==> config.mk <==
export PLATFORM = sky130hd
export DESIGN_NAME = serial_bit_serializer
export DESIGN_NICKNAME = d
export VERILOG_FILES = /design/src/rtl/serial_pkg.sv /design/src/rtl/serial_bit_serializer.sv
export SDC_FILE = /design/constraint.sdc
export NUM_CORES = 1
export LEC_CHECK = 0
export CORE_MARGIN = 5
export CORE_UTILIZATION = 51
export DETAILED_ROUTE_END_ITERATION = 6
export GPL_TIMING_DRIVEN = 0
export PLACE_DENSITY = 0.74
export SYNTH_ARGS = -nofsm -noshare
export SYNTH_HDL_FRONTEND = slang
export SYNTH_SLANG_ARGS = --single-unit
==> constraint.sdc <==
create_clock -name clk -period 2.2 [get_ports clk]
set_input_delay 0.44 -clock clk [delete_from_list [all_inputs] [get_ports clk]]
set_output_delay 0.44 -clock clk [all_outputs]
set_load 0.05 [all_outputs]
==> src/rtl/serial_pkg.sv <==
// Shared constants for the bit serializer: FSM state encodings and default word width.
package serial_pkg;

  localparam int DEFAULT_WIDTH = 8;

  localparam logic [0:0] IDLE  = 1'b0;
  localparam logic [0:0] SHIFT = 1'b1;

endpackage

==> src/rtl/serial_bit_serializer.sv <==
// Parallel-to-serial converter with a one-word holding register so back-to-back words
// stream with no idle cycle between them.
//
// state | meaning
// IDLE  | nothing shifting; si and bit_valid held low
// SHIFT | one bit of the current word on si per cycle
module serial_bit_serializer
  import serial_pkg::*;
#(
  parameter int WIDTH     = DEFAULT_WIDTH,
  parameter int MSB_FIRST = 1
) (
  input  logic             clk,
  input  logic             rst_n,
  input  logic [WIDTH-1:0] load_data,
  input  logic             load_valid,
  output logic             load_ready,
  output logic             si,
  output logic             bit_valid,
  output logic             last_bit,
  output logic             busy
);

  localparam int CW = $clog2(WIDTH);
  localparam logic [CW-1:0] CNT_LAST = CW'(WIDTH - 1);

  logic [0:0]       state_q, state_d;
  logic [CW-1:0]    cnt_q, cnt_d;
  logic [WIDTH-1:0] shift_q, shift_d;
  logic [WIDTH-1:0] hold_q, hold_d;
  logic             hold_full_q, hold_full_d;
  logic             si_q, si_d;
  logic             bit_valid_q, bit_valid_d;
  logic             last_bit_q, last_bit_d;
  logic             accept;
  logic             at_last;

  function automatic logic head_bit(input logic [WIDTH-1:0] w);
    return (MSB_FIRST != 0) ? w[WIDTH-1] : w[0];
  endfunction

  function automatic logic [WIDTH-1:0] advance(input logic [WIDTH-1:0] w);
    return (MSB_FIRST != 0) ? {w[WIDTH-2:0], 1'b0} : {1'b0, w[WIDTH-1:1]};
  endfunction

  always_comb begin
    accept      = load_valid & ~hold_full_q;
    at_last     = (cnt_q == CNT_LAST);
    state_d     = state_q;
    cnt_d       = cnt_q;
    shift_d     = shift_q;
    hold_d      = hold_q;
    hold_full_d = hold_full_q;

    case (state_q)
      IDLE: begin
        if (accept) begin
          shift_d = load_data;
          cnt_d   = '0;
          state_d = SHIFT;
        end
      end
      default: begin
        if (at_last) begin
          // Held word wins over a fresh offer; load_ready is low then, so no offer can land.
          cnt_d = '0;
          if (hold_full_q) begin
            shift_d     = hold_q;
            hold_full_d = 1'b0;
          end else if (accept) begin
            shift_d = load_data;
          end else begin
            state_d = IDLE;
          end
        end else begin
          shift_d = advance(shift_q);
          cnt_d   = cnt_q + CW'(1);
          if (accept) begin
            hold_d      = load_data;
            hold_full_d = 1'b1;
          end
        end
      end
    endcase

    // Outputs are registered from next-state values so the first bit appears one cycle after accept.
    bit_valid_d = (state_d == SHIFT);
    si_d        = bit_valid_d & head_bit(shift_d);
    last_bit_d  = bit_valid_d & (cnt_d == CNT_LAST);
  end

  always_ff @(posedge clk or negedge rst_n) begin
    if (!rst_n) begin
      state_q     <= IDLE;
      cnt_q       <= '0;
      shift_q     <= '0;
      hold_q      <= '0;
      hold_full_q <= 1'b0;
      si_q        <= 1'b0;
      bit_valid_q <= 1'b0;
      last_bit_q  <= 1'b0;
    end else begin
      state_q     <= state_d;
      cnt_q       <= cnt_d;
      shift_q     <= shift_d;
      hold_q      <= hold_d;
      hold_full_q <= hold_full_d;
      si_q        <= si_d;
      bit_valid_q <= bit_valid_d;
      last_bit_q  <= last_bit_d;
    end
  end

  assign load_ready = ~hold_full_q;
  assign busy       = (state_q == SHIFT) | hold_full_q;
  assign si         = si_q;
  assign bit_valid  = bit_valid_q;
  assign last_bit   = last_bit_q;

endmodule

## Word-level counts from Yosys, hierarchy flattened

Index checks and enable logic that the tools add are counted.

- Flip-flop bits (word level): 23
- Input bits: 11
- Output and inout bits: 5
- Logic and storage cells: 32

- Add/sub/neg operators: 1
- Equal/unequal tests: 2
- Multiplexer cells: 13
- Bitwise logic cells: 6
- Reduce and logical (&&, ||, !) cells: 3

Operators by type and width:

| kind | count |
|---|---|
| 8-bit two-way mux | 4 |
| 3-bit two-way mux | 3 |
| 3-bit equality test, second input constant | 2 |
| 1-bit two-way mux | 6 |
| 3-bit by 1-bit adder with 3-bit output, second input constant | 1 |
| 1-bit bitwise AND | 3 |
| 3-bit AND reduction | 1 |
| 1-bit inverter | 2 |
| 2-bit AND reduction | 1 |
| 2-bit nonzero test | 1 |
| 1-bit OR | 1 |

## Longest topological paths before layout

Gate-level depths: netlist (run 1).

- Word-level depth: 7
- Mapped depth: 6
- Depth with buffers taken out: 5

## Worst setup path before layout (run 1)

OpenSTA, ideal clock, no wires.

- Kind: register -> output
- Start: register bit_valid (netlist name)
- End: output busy
- Arrival: 1.239 ns
- Required time: 1.760 ns
- Slack: 0.521 ns
- Stages on the path, launching flop included: 3
- Path buffers: 1
- Cell sequence: dfrtp_1 clkbuf_1 or2_2

RTL lines:

| item | line | text |
|---|---|---|
| end, declared | serial_bit_serializer.sv:21 | `output logic busy` |

## Worst setup path in the final report (run 1)

- Start: register hold_full_q
- End: output load_ready

- Word-level cells in the longest chain between the ends: 1

Ends and longest elaborated chain:

| item | line | text |
|---|---|---|
| start, declared | serial_bit_serializer.sv:31 | `logic hold_full_q, hold_full_d;` |
| start signal, assigned | serial_bit_serializer.sv:107 | `hold_full_q <= hold_full_d;` |
| 1-bit inverter | serial_bit_serializer.sv:114 | `assign load_ready = ~hold_full_q;` |
| end, declared | serial_bit_serializer.sv:17 | `output logic load_ready,` |

Every way passes these cells.

==> qor.csv, run 1 <==
metric;value;unit
grt_pass1_wl;3730;um
synth.most_common_cell;nand2_1;
n_antenna_cell;0;
chipWidth;55.1;um
fin_worst_skew;0.00857;ns
crit_path_start;hold_full_q;
worstHoldPathType;register to register;
design.core.area;1940;um^2
switching_share;39.1;%
cp_max_fo;9;
area_delta_synth_final;22.3;%
start_util;53.5;%
synthFlopType;dfrtp_1;
syn-instance-count;97;
leakagePower;0.000540;uW
clkTransAtPathRegs;0.13;ns
rsz0062_at_grt;no;
grt_pass1_vias;831;
cts_hold_buffers;0;
cp.depth;3;
cp_cell_sequence;buf_6 > inv_1 > clkdlybuf4s50_1;
synthTopCellsByCount;nand2_1, dfrtp_1, mux2_2;
vias_per_cell;5.65;
worst_pin_slew;0.963;ns
grt_max_degree;23;
clockBufferDepth;2;
p_int;1190;uW
slew_violations;0;
clock.fmax;473;MHz
die-area;3040;um^2
ir_drop;0.805;mV
hold_depth;1;
pwr_density_cell;1540;nW/um^2
syn_nets;111;
synth_top_area_share;53.0;%
crit_path_max_incr_delay;0.79;ns
synth_top_cell_by_area;dfrtp_1;
fin_util;65.4;%
portBuffers;15;
ff2ff_setup_slack;0.35;ns
cts_tree;yes;
overflow;0;
cts_max_level;1;
seq_area_frac_synth;53.0;%
cp_top_family;buffers and inverters;
first_pass_iters;5;
final-setup-viol-count;0;
drive_gt1_share;15.5;%
p_switching;765;uW
endpoint;load_ready;
routed_wl;2140;um
critical_path.startpoint_type;register;
outcome;complete, no violations;
post_cts_buffers;0;
cts.sinks;22;
cap_viol_max_count;0;
reg2regPathDepth;4;
num_vias;808;
finalWeightedCongestion;0.807;
r2r-end;hold_q[5];
async_flop_share;100;%
drc;0;
relSlewSlack;35.6;%
cts-buffers-inserted;3;
grt_usage;17.9;%
synth_area_per_cell;10.7;um^2
clock_latency;0.32;ns
rows;16;
required;1.76;ns
root_buffer;clkbuf_4;
crit_arrival;1.68;ns
finalSetupTns;0;ns
fin_crit;2.12;ns
hpwl;1450;um
antenna_found_initial;0;
wl_per_cell;15.0;um
ys_warn_count;0;
slowest_stage;clkdlybuf4s50_1;
p_seq_share;36.6;%
ant_nets;0;
synth_area;1040;um^2
clkPwrFrac;15.9;%
end_kind;output port;
hold_viol;0;
ys_top_cells_by_area;dfrtp_1, mux2_2, nand2_1;
drt_iter0_markers;28;
fin_nets;131;
synth-seq-cells;22;
cp.buffers_inverters;3;
power_frac_comb;47.4;%
synth-edff-count;0;
min_period_over_period;96.2;%
synth.distinct_cells;24;
io_pins;16;
die_y;55.1;um
timing.rr.start;cnt_q[0];
critical_path_class;register to output port;
[registers in the layout, indices dropped and copies added (netlist names)]
signal       cells
hold_full_q      1
shift_q          7
last_bit         1
bit_valid        1
si               1
cnt_q            3
hold_q           8
[cell usage in the layout (no fill, tap or decap)]
master,synthesis,layout
clkdlybuf4s50_1,0,14
o21ai_0,4,4
nand2_1,24,24
nand2b_1,1,1
nor2_1,2,2
nor3b_4,1,1
clkbuf_2,0,1
mux2_2,8,8
and3_1,1,1
nor2b_1,1,1
nand2b_4,1,1
a32oi_1,6,6
ha_1,3,3
o22ai_1,7,7
inv_1,2,2
buf_6,1,1
or2_2,1,1
a22oi_1,1,1
clkbuf_4,0,3
nand3_1,1,1
mux2i_1,1,1
bufinv_16,0,1
dfrtp_1,22,22
clkbuf_1,4,4
o211ai_1,2,2
buf_2,1,1
nor3b_1,1,1
o21ai_1,1,1
[logic make-up after synthesis]
| kind of cell | synth area share, % |
|---|---|
| buf+inv | 3.73 |
| simple gates | 16.1 |
| compound gates | 13.9 |
| mux | 9.64 |
| fa+ha+maj | 3.61 |
| flops | 53.0 |
[worst reg2reg max path: stages, from the launching register on]
cell,delay (ns)
dfrtp_1,0.42
ha_1,0.24
ha_1,0.24
nor3b_4,0.46
mux2_2,0.40
[per-stage QoR]
stage	total power [uW]	cell area, um^2	hold WS (ns)	setup WS (ns)	cells
after floorplan	1390	1040	0.144	0.521	97
after CTS	1960	1270	0.529	0.00952	143
after global placement	1600	1220	0.491	0.116	139
final	1960	1270	0.530	0.0844	143
after detailed placement	1650	1220	0.499	0.118	139
after global routing	2110	1270	0.556	0.00623	143
[area by class of cell]
class                   count  area [um^2]
clock inverters             1         30.0
repair buffers             15          145
flip-flops and latches     22          551
fillers                   160          672
inverters                   2         7.51
plain buffers               6         31.3
well taps                  27         33.8
multi-input cells          67          449
clock buffers               3         22.5
[how the worst min path moves through the flow]
stage	start	endpoint	slack, ns
final	hold_q[2]	hold_q[2]	0.53
after global routing	hold_q[0]	hold_q[0]	0.56
after CTS	hold_q[2]	hold_q[2]	0.53
after detailed placement	hold_q[2]	hold_q[2]	0.50
after global placement	hold_q[0]	hold_q[0]	0.49
after floorplan	rst_n	bit_valid	0.14
[power by group through the flow]
stage,logic (uW),clock network (uW),registers (uW)
2_1_floorplan,620,0,773
3_3_place_gp,886,0,716
3_5_place_dp,922,0,725
5_1_grt,1030,335,740
4_1_cts,927,320,716
6_report,929,312,717
[what timing repair did]
action	CTS	global route
endpoints found under the setup margin	1	1
gates cloned	0	0
gates resized for setup	1	2
[per-layer routing]
layer | track usage (%) | wire [um] | part of all wire [%] | vias to the layer above
met5 | 0 | 0 | 0 | -
met4 | 11.3 | 54 | 2.5 | 0
met3 | 4.83 | 115 | 5.4 | 7
met2 | 28.3 | 1030 | 48 | 29
met1 | 21.4 | 946 | 44 | 387
li1 | - | - | - | 385
No activity file was read; power rests on OpenSTA's default activity.
==> run 2: changes to the inputs <==
Settings changed: RECOVER_POWER set to 25.
==> qor.csv, run 2 (synthesis results as in run 1) <==
metric;value;unit
vias_per_cell;5.70;
slew_violations;0;
ant_nets;0;
final_cells;143;
cts_tree;yes;
ir_drop;0.806;mV
post_cts_buffers;0;
pwr_density_cell;1540;nW/um^2
cts-buffers-inserted;3;
post-place-cells;139;
grt_pass1_vias;831;
final_cell_mix;nand2_1, dfrtp_1, clkdlybuf4s50_1;
hold_viol;0;
clock_latency;0.32;ns
min_period_over_period;96.2;%
critical_path_class;register to output port;
grt_max_degree;23;
first_pass_iters;4;
slowest_stage;clkdlybuf4s50_1;
crit_path_max_incr_delay;0.79;ns
use_met3;4.83;%
required;1.76;ns
largest_register;hold_q;
overflow;0;
rsz0062_at_grt;no;
use_met1;21.4;%
clockBufferDepth;2;
fin_crit;2.12;ns
hpwl;1450;um
drive_gt1_share;14.7;%
n_antenna_cell;0;
cts.sinks;22;
cp_top_family;buffers and inverters;
rows;16;
worstHoldPathType;register to register;
finalSetupTns;0;ns
root_buffer;clkbuf_4;
crit_path_start;hold_full_q;
clkTransAtPathRegs;0.13;ns
routed_wl;2160;um
leakagePower;0.000536;uW
outcome;complete, no violations;
crit_arrival;1.68;ns
grt_pass1_wl;3730;um
final-setup-viol-count;0;
chipWidth;55.1;um
design.core.area;1940;um^2
drt_iter0_markers;24;
fin_nets;131;
relSlewSlack;34.9;%
finalWeightedCongestion;0.807;
io_pins;16;
final_common_cell;nand2_1;
die-area;3040;um^2
end_kind;output port;
total_power;1960;uW
timing.rr.start;cnt_q[0];
grt_usage;17.9;%
drc;0;
critical_path.startpoint_type;register;
cp.buffers_inverters;3;
cts_hold_buffers;0;
fin_worst_skew;0.00823;ns
wl_per_cell;15.1;um
largest_reg_flops;8;
cp_cell_sequence;buf_6 > inv_1 > clkdlybuf4s50_1;
portBuffers;15;
hold_slack;0.530;ns
die_y;55.1;um
hold_start;hold_q[2];
grt_util_met2;28.3;%
start_util;53.5;%
area_delta_synth_final;22.2;%
num_vias;815;
worst_pin_slew;0.973;ns
reg_top3;hold_q: 8 flops, shift_q: 7 flops, cnt_q: 3 flops;
cts_max_level;1;
busiest_layer;met2;
cap_viol_max_count;0;
worst_slack;0.0841;ns
place_ws;0.118;ns
clock.fmax;473;MHz
cp_max_fo;9;
antenna_found_initial;0;
ff2ff_setup_slack;0.35;ns
-- run 2: area by class of cell --
type,count,area [um^2]
multi-input combinational,67,449
clock inverter,1,30.0
buffer,6,30.0
fill,161,673
timing repair buffer,15,145
clock buffer,3,22.5
inverter,2,7.51
sequential,22,551
tap,27,33.8
-- run 2: timing repair --
action,in CTS,in global routing
endpoints found under the hold margin,0,0
gates resized for setup,1,2
setup endpoints to repair,1,1
-- run 2: routing by layer --
metal / wire length (um) / vias up
met1: 964 / 398
met3: 110 / 7
met2: 1030 / 25
li1: - / 385
met4: 53 / 0
met5: 0 / -
-- run 2: report_power, final --
group          internal [uW]  leakage (uW)  switching, uW
Combinational            399      0.000248            530
Clock                    184     0.0000279            128
Sequential               608      0.000260            111
-- run 2: worst paths after layout --
kind,end,cells after the start
worst max register to register,hold_q[6],4
max in group asynchronous,hold_q[6],1
worst min-delay path,hold_q[2],1
min in group asynchronous,shift_q[0],1
worst min register to register,hold_q[2],1
worst max-delay path,load_ready,3
-- run 2: metrics by stage --
step                      cell area (um^2)  util [%]
after floorplan                       1040         -
after global placement                1220      63.0
after detailed placement              1220      63.0
after CTS                             1270      65.6
after global routing                  1270      65.3
final                                 1270      65.3
==> run 3: changes to the inputs <==
Settings changed: ABC_CLOCK_PERIOD_IN_PS set to 2200.
==> results of run 3 <==
The final DEF is identical to that of run 2; final timing and power are the same.
